`config.mk`:
```
export PLATFORM = sky130hd
export DESIGN_NAME = dispatch_queue
export DESIGN_NICKNAME = d
export VERILOG_FILES = /design/src/rtl/dispatch_queue.sv
export SDC_FILE = /design/constraint.sdc
export NUM_CORES = 1
export LEC_CHECK = 0
export CAP_MARGIN = 20
export CORE_MARGIN = 3
export CORE_UTILIZATION = 29
export CTS_BUF_LIST = sky130_fd_sc_hd__clkbuf_4 sky130_fd_sc_hd__clkbuf_8
export CTS_CLUSTER_SIZE = 28
export DETAILED_ROUTE_END_ITERATION = 8
export GPL_TIMING_DRIVEN = 1
export PLACE_DENSITY = 0.58
export REMOVE_ABC_BUFFERS = 1
export SYNTH_ARGS = -nofsm -noshare
export SYNTH_HDL_FRONTEND = slang
export SYNTH_SLANG_ARGS = --single-unit
```
`constraint.sdc`:
```
create_clock -name clk -period 3.1 [get_ports clk]
set_input_delay 0.775 -clock clk [delete_from_list [all_inputs] [get_ports clk]]
set_output_delay 0.775 -clock clk [all_outputs]
set_load 0.01 [all_outputs]
```
`src/rtl/dispatch_queue.sv`:
```
// rtl/dispatch_queue.sv - in-order dispatch queue routing its head entry to one of NUM_UNITS execution units
//
// Purpose:
//   Buffers decoded instructions in a DEPTH-entry FIFO. The head entry is offered
//   to the unit named by its select field, and each accepted dispatch takes the next
//   value of a wrapping RS_ID tag. A head entry with an out-of-range select is
//   dropped without using a tag, and sel_error pulses for one cycle.
//
// Optional feature:
//   DISPATCH_STALL_COUNT_EN - adds the 32-bit saturating stall_count output.
//
// Ports:
//   clk, rst            clock, synchronous active-high reset
//   flush               discard every queued entry (the tag counter is kept)
//   input_valid/ready   decoder handshake; input_unit_sel, input_payload = entry
//   unit_valid          one-hot offer of the head entry to unit i
//   unit_ready          per-unit accept; only the selected bit is used
//   unit_payload        head payload, shared by all units
//   unit_tag            tag the head entry gets if it is accepted
//   sel_error           one-cycle pulse after an illegal-select entry is dropped
//   occupancy           current entry count
//   stall_count         (optional) cycles the legal head waited on its unit
module dispatch_queue #(
    parameter int RS_ID_WIDTH   = 5,
    parameter int NUM_UNITS     = 8,
    parameter int DEPTH         = 4,
    parameter int PAYLOAD_WIDTH = 64,
    parameter int SEL_WIDTH     = $clog2(NUM_UNITS)
) (
    input  logic                     clk,
    input  logic                     rst,
    input  logic                     flush,
    input  logic                     input_valid,
    output logic                     input_ready,
    input  logic [SEL_WIDTH-1:0]     input_unit_sel,
    input  logic [PAYLOAD_WIDTH-1:0] input_payload,
    output logic [NUM_UNITS-1:0]     unit_valid,
    input  logic [NUM_UNITS-1:0]     unit_ready,
    output logic [PAYLOAD_WIDTH-1:0] unit_payload,
    output logic [RS_ID_WIDTH-1:0]   unit_tag,
    output logic                     sel_error,
`ifdef DISPATCH_STALL_COUNT_EN
    output logic [31:0]              stall_count,
`endif
    output logic [$clog2(DEPTH):0]   occupancy
);

    localparam int PTR_W = $clog2(DEPTH);
    localparam int OCC_W = PTR_W + 1;
    localparam logic [SEL_WIDTH:0] NUM_UNITS_W = (SEL_WIDTH + 1)'(NUM_UNITS);

    logic [SEL_WIDTH-1:0]     sel_mem_q [DEPTH];
    logic [SEL_WIDTH-1:0]     sel_mem_d [DEPTH];
    logic [PAYLOAD_WIDTH-1:0] pay_mem_q [DEPTH];
    logic [PAYLOAD_WIDTH-1:0] pay_mem_d [DEPTH];

    logic [PTR_W-1:0]       wr_ptr_q, wr_ptr_d;
    logic [PTR_W-1:0]       rd_ptr_q, rd_ptr_d;
    logic [OCC_W-1:0]       occ_q, occ_d;
    logic [RS_ID_WIDTH-1:0] tag_q, tag_d;
    logic                   sel_error_q, sel_error_d;

    logic [SEL_WIDTH-1:0] head_sel;
    logic                 head_valid;
    logic                 head_legal;
    logic                 push;
    logic                 pop;
    logic                 drop;

    assign head_sel   = sel_mem_q[rd_ptr_q];
    assign head_valid = (occ_q != '0);
    assign head_legal = head_valid && ({1'b0, head_sel} < NUM_UNITS_W);

    // Ready depends on registered occupancy only: a full queue never takes a
    // new entry, even in a cycle where the head leaves.
    assign input_ready = (occ_q != OCC_W'(DEPTH));
    assign push        = input_valid && input_ready;

    always_comb begin
        unit_valid = '0;
        for (int i = 0; i < NUM_UNITS; i++) begin
            unit_valid[i] = head_legal && (head_sel == SEL_WIDTH'(i));
        end
    end

    // unit_valid is one-hot, so masking with unit_ready picks out the selected
    // unit's ready and ignores the rest.
    assign pop  = |(unit_valid & unit_ready);
    assign drop = head_valid && !head_legal;

    assign unit_payload = pay_mem_q[rd_ptr_q];
    assign unit_tag     = tag_q;
    assign sel_error    = sel_error_q;
    assign occupancy    = occ_q;

    always_comb begin
        sel_mem_d   = sel_mem_q;
        pay_mem_d   = pay_mem_q;
        wr_ptr_d    = wr_ptr_q;
        rd_ptr_d    = rd_ptr_q;
        occ_d       = occ_q;
        tag_d       = tag_q;
        sel_error_d = 1'b0;

        if (flush) begin
            // Same-cycle push, pop and drop are all discarded; tag_q is kept so
            // tags still in flight downstream stay unique.
            wr_ptr_d = '0;
            rd_ptr_d = '0;
            occ_d    = '0;
        end else begin
            if (push) begin
                sel_mem_d[wr_ptr_q] = input_unit_sel;
                pay_mem_d[wr_ptr_q] = input_payload;
                wr_ptr_d            = wr_ptr_q + PTR_W'(1);
            end
            if (pop || drop) begin
                rd_ptr_d = rd_ptr_q + PTR_W'(1);
            end
            if (pop) begin
                tag_d = tag_q + RS_ID_WIDTH'(1);
            end
            sel_error_d = drop;
            case ({push, pop || drop})
                2'b10:   occ_d = occ_q + OCC_W'(1);
                2'b01:   occ_d = occ_q - OCC_W'(1);
                default: occ_d = occ_q;
            endcase
        end
    end

    always_ff @(posedge clk) begin
        if (rst) begin
            wr_ptr_q    <= '0;
            rd_ptr_q    <= '0;
            occ_q       <= '0;
            tag_q       <= '0;
            sel_error_q <= 1'b0;
        end else begin
            wr_ptr_q    <= wr_ptr_d;
            rd_ptr_q    <= rd_ptr_d;
            occ_q       <= occ_d;
            tag_q       <= tag_d;
            sel_error_q <= sel_error_d;
        end
    end

    // Entry storage needs no reset: occupancy alone says which slots are live.
    always_ff @(posedge clk) begin
        sel_mem_q <= sel_mem_d;
        pay_mem_q <= pay_mem_d;
    end

`ifdef DISPATCH_STALL_COUNT_EN
    logic [31:0] stall_count_q, stall_count_d;

    // A legal head that is not popped is waiting on its unit's ready. Counting
    // continues through flush cycles and the counter is never cleared by flush.
    always_comb begin
        stall_count_d = stall_count_q;
        if (head_legal && !pop && (stall_count_q != 32'hFFFF_FFFF)) begin
            stall_count_d = stall_count_q + 32'd1;
        end
    end

    always_ff @(posedge clk) begin
        if (rst) begin
            stall_count_q <= '0;
        end else begin
            stall_count_q <= stall_count_d;
        end
    end

    assign stall_count = stall_count_q;
`else
    // No stall counter in this build.
`endif

endmodule
```
==> impl_results.rst, run 1 <==
.. list-table::
   :header-rows: 1

   * - Metric
     - Value
   * - Outcome
     - completed
   * - Net switching power figure
     - between 0.0015 and 0.002 W
   * - Number of I/O port buffers
     - around 160
   * - Horizontal die dimension
     - roughly 200 um
   * - EDFF count, synth
     - about 270
   * - RSZ-0062 raised after global routing
     - yes
   * - Starting density of the core
     - 0.296
   * - Fin crit period
     - about 3.0 ns
   * - Data arrival time at the worst-slack endpoint
     - ~3.5 ns
   * - Max Root-Sink Buffers
     - 3
   * - Overflow left after global routing
     - 0
   * - Mean routed wirelength per cell
     - 18.9 um
   * - FF+latch count, synth
     - 280
   * - DR vias
     - ~5.3k
   * - Cell internal pwr
     - between 0.006 and 0.007 W
   * - CTS tree
     - done
   * - Tightest hold margin
     - around 0.5 ns
   * - Peak supply drop
     - around 0.00026 V
   * - Initial antenna violation count
     - 0
   * - Max-Cap Viols
     - 0
   * - LEAKAGE
     - 4.52 nW
   * - Final clock period utilization by the worst path
     - 0.966
   * - Main synth FF type
     - sky130_fd_sc_hd__edfxtp_1
   * - Largest clock skew in the final design
     - ~0.011 ns
   * - Proportion of register bits with asynchronous set or reset after synthesis
     - 0
   * - Hold-critical path depth
     - 2
   * - Post-route total power
     - approximately 0.008 W
   * - PnR worst setup slack
     - ~0.11 ns
   * - Power share of the combinational group
     - 0.066
   * - Clk network pwr share
     - 0.403
   * - Switching portion of total power
     - 0.208
   * - R2R cell count
     - 14
   * - Avg Cell Area, Syn
     - about 23 um^2
   * - Number of DRC violations after detailed routing
     - 0
   * - Vias per inst
     - between 4 and 5
   * - # clock sinks
     - 280
   * - Worst-Skew Late Latency
     - just under 0.6 ns
   * - Count of buffer and inverter cells on the critical path
     - 5
   * - Critical register-to-register path endpoint
     - occupancy[2]
   * - Critical path startpoint category
     - register
   * - Io pins
     - about 160
   * - Post-synthesis cell area
     - about 0.011 mm^2
   * - Number of rows created at floorplan
     - 69
   * - Number of nets in the final layout
     - 771
   * - Fraction of final layout cells sized beyond drive strength 1
     - 0.280
   * - Core area
     - roughly 0.036 mm^2
   * - FF-to-FF setup slack
     - 0.11 ns
   * - Root Buffer
     - sky130_fd_sc_hd__clkbuf_8
   * - Clk pin slew, worst setup/hold paths
     - around 0.06 ns
   * - DP Worst Slack
     - between 0.03 and 0.04 ns
   * - Number of endpoints with negative hold slack in the final report
     - 0
   * - Post-route core utilization
     - 0.393
   * - Capturing element type of the critical path
     - register
   * - Sequential fraction of the synthesis area
     - 0.786
   * - Largest net degree at the start of global routing
     - 38
   * - Final wirelength
     - approximately 22000 um
   * - Synth warnings
     - 0
   * - Worst setup path category
     - reg -> reg
   * - Maximum clock frequency
     - about 330 MHz
   * - Class of the worst hold path
     - reg -> reg
   * - H-Tree Level Count
     - 2
   * - Cell Chain, Critical Path
     - buf_6 > buf_4 > mux4_2 > buf_6 > mux2i_2 > a211oi_2 > nor4_2 > inv_2 > ha_4 > inv_2 > fa_2 > xor2_1 > or3_1 > a21oi_1
   * - WP data required
     - between 3 and 4 ns
   * - Highest fanout seen on the critical path
     - 4
   * - Count of different cell masters after synthesis
     - 37
   * - CP Launch Point
     - rd_ptr_q[0]
   * - RR Startpoint
     - rd_ptr_q[0]
   * - Overall Global Routing Usage
     - 0.117
   * - Post-route antenna net violation count
     - 0
   * - Wire length of the first global-routing pass
     - approximately 34000 um
   * - Last element of the critical path
     - occupancy[2]
   * - Setup violators final
     - 0
   * - Syn Inst Count
     - between 400 and 500
   * - Number of violations reported at the end of detailed-routing iteration 0
     - approximately 230
   * - Routability congestion estimate from global placement
     - 0.712
   * - Hpwl dp
     - between 10000 and 15000 um
   * - Power per Cell Area
     - between 500 and 600 mW/mm^2
   * - Area growth, synth to finish
     - 32.9%
   * - Vias in the first global route
     - roughly 5.8k
   * - Slowest cell on the critical path
     - sky130_fd_sc_hd__mux4_2
   * - Clock buffer count from CTS
     - 47
   * - Final antenna diode count
     - 0
   * - Area enclosed by the die boundary
     - about 0.039 mm^2
   * - Seq pwr share
     - 0.531
   * - Number of cells on the critical path
     - 14
   * - Max Transition Viols Final
     - 0
   * - Family with the most delay on the worst path
     - multiplexers
   * - Delay of the slowest cell on the worst path
     - about 0.58 ns
   * - Y dimension of the die
     - ~200 um
   * - Count of TritonRoute iterations in the first routing pass
     - 7
## cell families (layout without fill, tap and decap cells)
group | after synthesis | in the layout | synth area share
multiplexers | 78 | 78 | 0.152
AO/OA/AOI/OAI | 21 | 21 | 0.0123
adder cells (fa/ha/maj) | 7 | 7 | 0.00902
AND/OR/NAND/NOR | 46 | 46 | 0.0241
other | 1 | 1 | 0.000356
XOR/XNOR | 4 | 4 | 0.00332
buffers and inverters | 29 | 281 | 0.0129
flip-flops | 280 | 280 | 0.786
## tightest hold or removal path: stages (launching register included)
cell and delay (ns):
sky130_fd_sc_hd__dfxtp_1 0.32, sky130_fd_sc_hd__o21ai_1 0.07, sky130_fd_sc_hd__a21oi_1 0.06
## synth_stat cells (3+ instances only)
master                     count  area share
sky130_fd_sc_hd__a211oi_1      4      0.0028
sky130_fd_sc_hd__mux2i_1       9      0.0085
sky130_fd_sc_hd__or3_1         4      0.0024
sky130_fd_sc_hd__mux2_1        4      0.0043
sky130_fd_sc_hd__inv_1         7      0.0025
sky130_fd_sc_hd__a21oi_1       7      0.0033
sky130_fd_sc_hd__nand3_1      11      0.0052
sky130_fd_sc_hd__edfxtp_1    268        0.76
sky130_fd_sc_hd__dfxtp_1      12       0.023
sky130_fd_sc_hd__buf_1         4      0.0014
sky130_fd_sc_hd__mux4_2       65        0.14
sky130_fd_sc_hd__ha_1          6      0.0071
sky130_fd_sc_hd__clkbuf_1      5      0.0018
sky130_fd_sc_hd__buf_2         7      0.0033
sky130_fd_sc_hd__buf_4         3      0.0021
sky130_fd_sc_hd__a21o_1        4      0.0028
sky130_fd_sc_hd__nand2b_1      4      0.0024
sky130_fd_sc_hd__and2_1        4      0.0024
sky130_fd_sc_hd__nor2_1       14      0.0050
## routing by layer
metal | GRT usage | wire length, um | vias up
met1 | 0.156 | 9870 | 2743
met2 | 0.182 | 10500 | 161
li1 | - | - | 2383
met4 | 0.0370 | 454 | 0
met3 | 0.0385 | 1450 | 43
met5 | 0 | 0 | -
## sequential cells by signal, summed over array words and instances, names as in the netlist
register / count
sel_mem_q: 12
rd_ptr_q: 2
wr_ptr_q: 2
occupancy: 3
unit_tag: 5
pay_mem_q: 256
## area by class of cell
class / count / area [um^2]
Clock buffer: 65 / 788
Clock inverter: 17 / 131
Fill cell: 3275 / 21600
Inverter: 9 / 33.8
Multi-Input combinational cell: 157 / 2170
Sequential cell: 280 / 8300
Tap cell: 461 / 577
Timing Repair Buffer: 190 / 2010
## worst min-delay path by stage
stage	start	endpoint	slack (ns)
floorplan	wr_ptr_q[1]	wr_ptr_q[1]	0.47
global placement	unit_tag[3]	unit_tag[3]	0.48
detailed placement	unit_tag[4]	unit_tag[4]	0.50
CTS	unit_tag[4]	unit_tag[4]	0.50
global route	unit_tag[4]	unit_tag[4]	0.52
finish	unit_tag[4]	unit_tag[4]	0.49
## placed cells by master (no fill, tap or decap), types with 6 or more instances in the layout
master	netlist	final
sky130_fd_sc_hd__mux4_2	65	65
sky130_fd_sc_hd__clkbuf_4	0	17
sky130_fd_sc_hd__edfxtp_1	268	268
sky130_fd_sc_hd__clkinv_1	0	8
sky130_fd_sc_hd__buf_6	1	7
sky130_fd_sc_hd__nor2_1	14	14
sky130_fd_sc_hd__nand3_1	11	11
sky130_fd_sc_hd__buf_12	0	13
sky130_fd_sc_hd__mux2i_1	9	6
sky130_fd_sc_hd__clkbuf_8	0	49
sky130_fd_sc_hd__buf_4	3	6
sky130_fd_sc_hd__dlygate4sd2_1	0	50
sky130_fd_sc_hd__a21oi_1	7	7
sky130_fd_sc_hd__dfxtp_1	12	10
sky130_fd_sc_hd__inv_1	7	6
sky130_fd_sc_hd__clkdlybuf4s50_1	0	96
## through the flow
stage	std cells	TNS (ns)	instance area, um^2
3_5_place_dp	1079	0	12900
2_1_floorplan	446	-123.50	10400
5_1_grt	1179	-0.111	14000
4_1_cts	1177	-0.203	14000
6_report	1179	0	14000
3_3_place_gp	1079	0	12900
## repair_timing
item / in CTS / in global routing
hold endpoints to repair: 0 / 0
pin swaps: 0 / 6
setup endpoints to repair: 72 / 20
buffers inserted: 13 / 2
resized for setup: 88 / 29
hold buffers: 0 / 0
gates cloned: 3 / 1
## power groups by stage
stage	logic [W]	registers (W)	clock network, W
floorplan	0.000189	0.00433	0
global placement	0.000518	0.00431	0
detailed placement	0.000521	0.00431	0
CTS	0.000525	0.00423	0.00336
global route	0.000567	0.00424	0.00354
finish	0.000523	0.00423	0.00321
Note: power is estimated with default switching activity, not from simulation.
==> run 2, diff against run 1 <==
--- a/config.mk
+++ b/config.mk
@@ -5,7 +5,6 @@
 export SDC_FILE = /design/constraint.sdc
 export NUM_CORES = 1
 export LEC_CHECK = 0
-export CAP_MARGIN = 20
 export CORE_MARGIN = 3
 export CORE_UTILIZATION = 29
 export CTS_BUF_LIST = sky130_fd_sc_hd__clkbuf_4 sky130_fd_sc_hd__clkbuf_8
==> results of run 2 <==
The final DEF is identical to that of run 1; final timing and power are the same.
==> run 3, diff against run 2 <==
==> constraint.sdc (replaced) <==
create_clock -name clk -period 3.1 [get_ports clk]
set_input_delay 0.775 -clock clk [delete_from_list [all_inputs] [get_ports clk]]
set_output_delay 0.775 -clock clk [all_outputs]
set_load 0.02 [all_outputs]
==> impl_results.rst, run 3 (same netlist as run 1, synthesis figures left out) <==
.. list-table::
   :header-rows: 1

   * - Metric
     - Value
   * - Outcome
     - completed
   * - Io pins
     - 161 (unchanged)
   * - Family with the most delay on the worst path
     - multiplexers
   * - Overall Global Routing Usage
     - 0.116 (-0.00101)
   * - Highest fanout seen on the critical path
     - 5 (+1)
   * - Hpwl dp
     - 12900 um (about the same)
   * - Starting density of the core
     - 0.296 (unchanged)
   * - Number of DRC violations after detailed routing
     - 0 (unchanged)
   * - Number of violations reported at the end of detailed-routing iteration 0
     - 254 (+9.0%)
   * - Count of TritonRoute iterations in the first routing pass
     - 5 (-2)
   * - Data arrival time at the worst-slack endpoint
     - 3.55 ns (+0.05 ns)
   * - Clock buffer count from CTS
     - 46 (-2.1%)
   * - Number of nets in the final layout
     - 764 (-0.91%)
   * - Root Buffer
     - sky130_fd_sc_hd__clkbuf_8
   * - Vias in the first global route
     - 5781 (+0.50%)
   * - Final clock period utilization by the worst path
     - 0.981 (+0.0146)
   * - Number of cells on the critical path
     - 13 (-1)
   * - R2R cell count
     - 13 (-1)
   * - Area enclosed by the die boundary
     - 0.0387 mm^2 (unchanged)
   * - Number of I/O port buffers
     - 159 (unchanged)
   * - Cell Area, Placed
     - 0.0129 mm^2 (about the same)
   * - DR vias
     - 5246 (-1.6%)
   * - Max Root-Sink Buffers
     - 3 (unchanged)
   * - Post-route antenna net violation count
     - 0 (unchanged)
   * - Routability congestion estimate from global placement
     - 0.699 (-1.8%)
   * - Maximum clock frequency
     - 329 MHz (-1.5%)
   * - Most used cells in the layout excluding fill and tap cells
     - 268 x sky130_fd_sc_hd__edfxtp_1, 87 x sky130_fd_sc_hd__clkdlybuf4s50_1, 66 x sky130_fd_sc_hd__mux4_2, 46 x sky130_fd_sc_hd__clkbuf_8, 30 x sky130_fd_sc_hd__clkdlybuf4s15_2
   * - RSZ-0062 raised after global routing
     - yes
   * - Mean routed wirelength per cell
     - 18.6 um (-1.5%)
   * - Final antenna diode count
     - 0 (unchanged)
   * - Cell Chain, Critical Path
     - buf_12 > buf_4 > mux4_2 > mux2i_1 > a211oi_2 > nor4_4 > inv_2 > ha_1 > inv_1 > fa_1 > xor2_1 > or3_1 > a21oi_1
   * - Count of buffer and inverter cells on the critical path
     - 4 (-1)
   * - Hold-critical path depth
     - 2 (unchanged)
   * - Register name with the most flops
     - pay_mem_q
   * - Final wirelength
     - 21900 um (-1.9%)
   * - LEAKAGE
     - 4.50 nW (-0.63%)
   * - Worst-Skew Late Latency
     - 0.58 ns (about the same)
   * - Initial antenna violation count
     - 0 (unchanged)
   * - Fin crit period
     - 3.04 ns (+0.0453 ns)
   * - Flip-flop count of the largest register after layout
     - 256 (unchanged)
   * - # clock sinks
     - 280 (unchanged)
   * - Capturing element type of the critical path
     - register
   * - CTS tree
     - done
   * - Number of endpoints with negative hold slack in the final report
     - 0 (unchanged)
   * - Number of rows created at floorplan
     - 69 (unchanged)
   * - Clk pin slew, worst setup/hold paths
     - 0.06 ns (about the same)
   * - Overflow left after global routing
     - 0 (unchanged)
   * - Worst setup path category
     - reg -> reg
   * - Wire length of the first global-routing pass
     - 33800 um (-1.1%)
   * - H-Tree Level Count
     - 2 (unchanged)
   * - Final Cell Area
     - 0.0141 mm^2 (+0.33%)
   * - Max Transition Viols Final
     - 0 (unchanged)
   * - Vias per inst
     - 4.47 (-1.2%)
   * - Largest clock skew in the final design
     - 0.0185 ns (+0.00701 ns)
   * - Largest net degree at the start of global routing
     - 37 (-2.6%)
   * - Y dimension of the die
     - 197 um (unchanged)
   * - Horizontal die dimension
     - 197 um (unchanged)
   * - Power per Cell Area
     - 565 mW/mm^2 (-0.79%)
   * - Class of the worst hold path
     - reg -> reg
   * - Setup violators final
     - 0 (unchanged)
   * - Critical path startpoint category
     - register
   * - Fraction of final layout cells sized beyond drive strength 1
     - 0.321 (+0.0412)
   * - WP data required
     - 3.61 ns (about the same)
   * - Area growth, synth to finish
     - 33.3%
   * - Max-Cap Viols
     - 0 (unchanged)
   * - Core area
     - 0.0357 mm^2 (unchanged)
   * - Slowest cell on the critical path
     - sky130_fd_sc_hd__mux4_2
   * - Delay of the slowest cell on the worst path
     - 0.59 ns (about the same)
   * - Post-route total power
     - 0.00793 W (-0.46%)
   * - Most common library cell in the layout ignoring fill and taps
     - sky130_fd_sc_hd__edfxtp_1
   * - Peak supply drop
     - 0.000274 V (+6.0%)
run 3: cell types whose count changed in the layout (fill, tap and decap cells not counted), moves of 5 or more:
cell,before,now
sky130_fd_sc_hd__clkbuf_4,17,23
sky130_fd_sc_hd__clkdlybuf4s15_1,3,8
sky130_fd_sc_hd__clkdlybuf4s15_2,0,30
sky130_fd_sc_hd__clkdlybuf4s50_1,96,87
sky130_fd_sc_hd__dlygate4sd2_1,50,25
sky130_fd_sc_hd__nand3_1,11,6
sky130_fd_sc_hd__nand3_2,0,5
run 3: layout make-up:
class / instances / area (um^2)
clock inverter: 14 / 95.1
clock buffer: 69 / 806
multi-input combinational: 158 / 2250
timing repair buffer: 183 / 1990
tap: 461 / 577
inverter: 9 / 33.8
sequential: 280 / 8300
fill: 3219 / 21600
run 3: timing repair:
| action | CTS | global route |
|---|---|---|
| endpoints found under the setup margin | 72 | 38 |
| buffers inserted | 6 | 1 |
| cloned | 5 | 0 |
| pin swaps | 0 | 3 |
| hold buffers | 0 | 0 |
| resized for setup | 163 | 29 |
run 3: power by group:
group | internal (W) | total (W) | switching (W)
sequential | 0.00422 | 0.00424 | 0.0000197
combinational | 0.000287 | 0.000566 | 0.000279
clock | 0.00174 | 0.00313 | 0.00139
total | 0.00625 | 0.00793 | 0.00169
run 3: tightest hold or removal path: stages, from the launching register on:
cell,delay (ns)
sky130_fd_sc_hd__dfxtp_1,0.32
sky130_fd_sc_hd__o21ai_1,0.07
sky130_fd_sc_hd__a21oi_1,0.06
run 3: final timing paths:
check / start / slack [ns] / to
worst max register to register: rd_ptr_q[0] / 0.06 / occupancy[2]
worst max-delay path: rd_ptr_q[0] / 0.06 / occupancy[2]
worst min-delay path: unit_tag[4] / 0.50 / unit_tag[4]
worst min register to register: unit_tag[4] / 0.50 / unit_tag[4]
run 3: per-stage QoR:
stage	setup WS (ns)	utilization	hold slack, ns	TNS, ns	cells
after floorplan	-2.70	-	0.469	-169.11	446
after global placement	0.0953	0.361	0.477	0	1080
after detailed placement	0.0703	0.361	0.492	0	1080
after CTS	-0.0215	0.393	0.500	-0.0332	1174
after global routing	-0.0939	0.394	0.534	-0.0939	1174
final	0.0600	0.394	0.498	0	1174
run 3: metal layers:
metal	share of wire	GRT usage	wire length, um
met1	0.42	0.146	9100
met4	0.020	0.0367	439
met2	0.49	0.189	10800
met3	0.070	0.0405	1540
met5	0	0	0
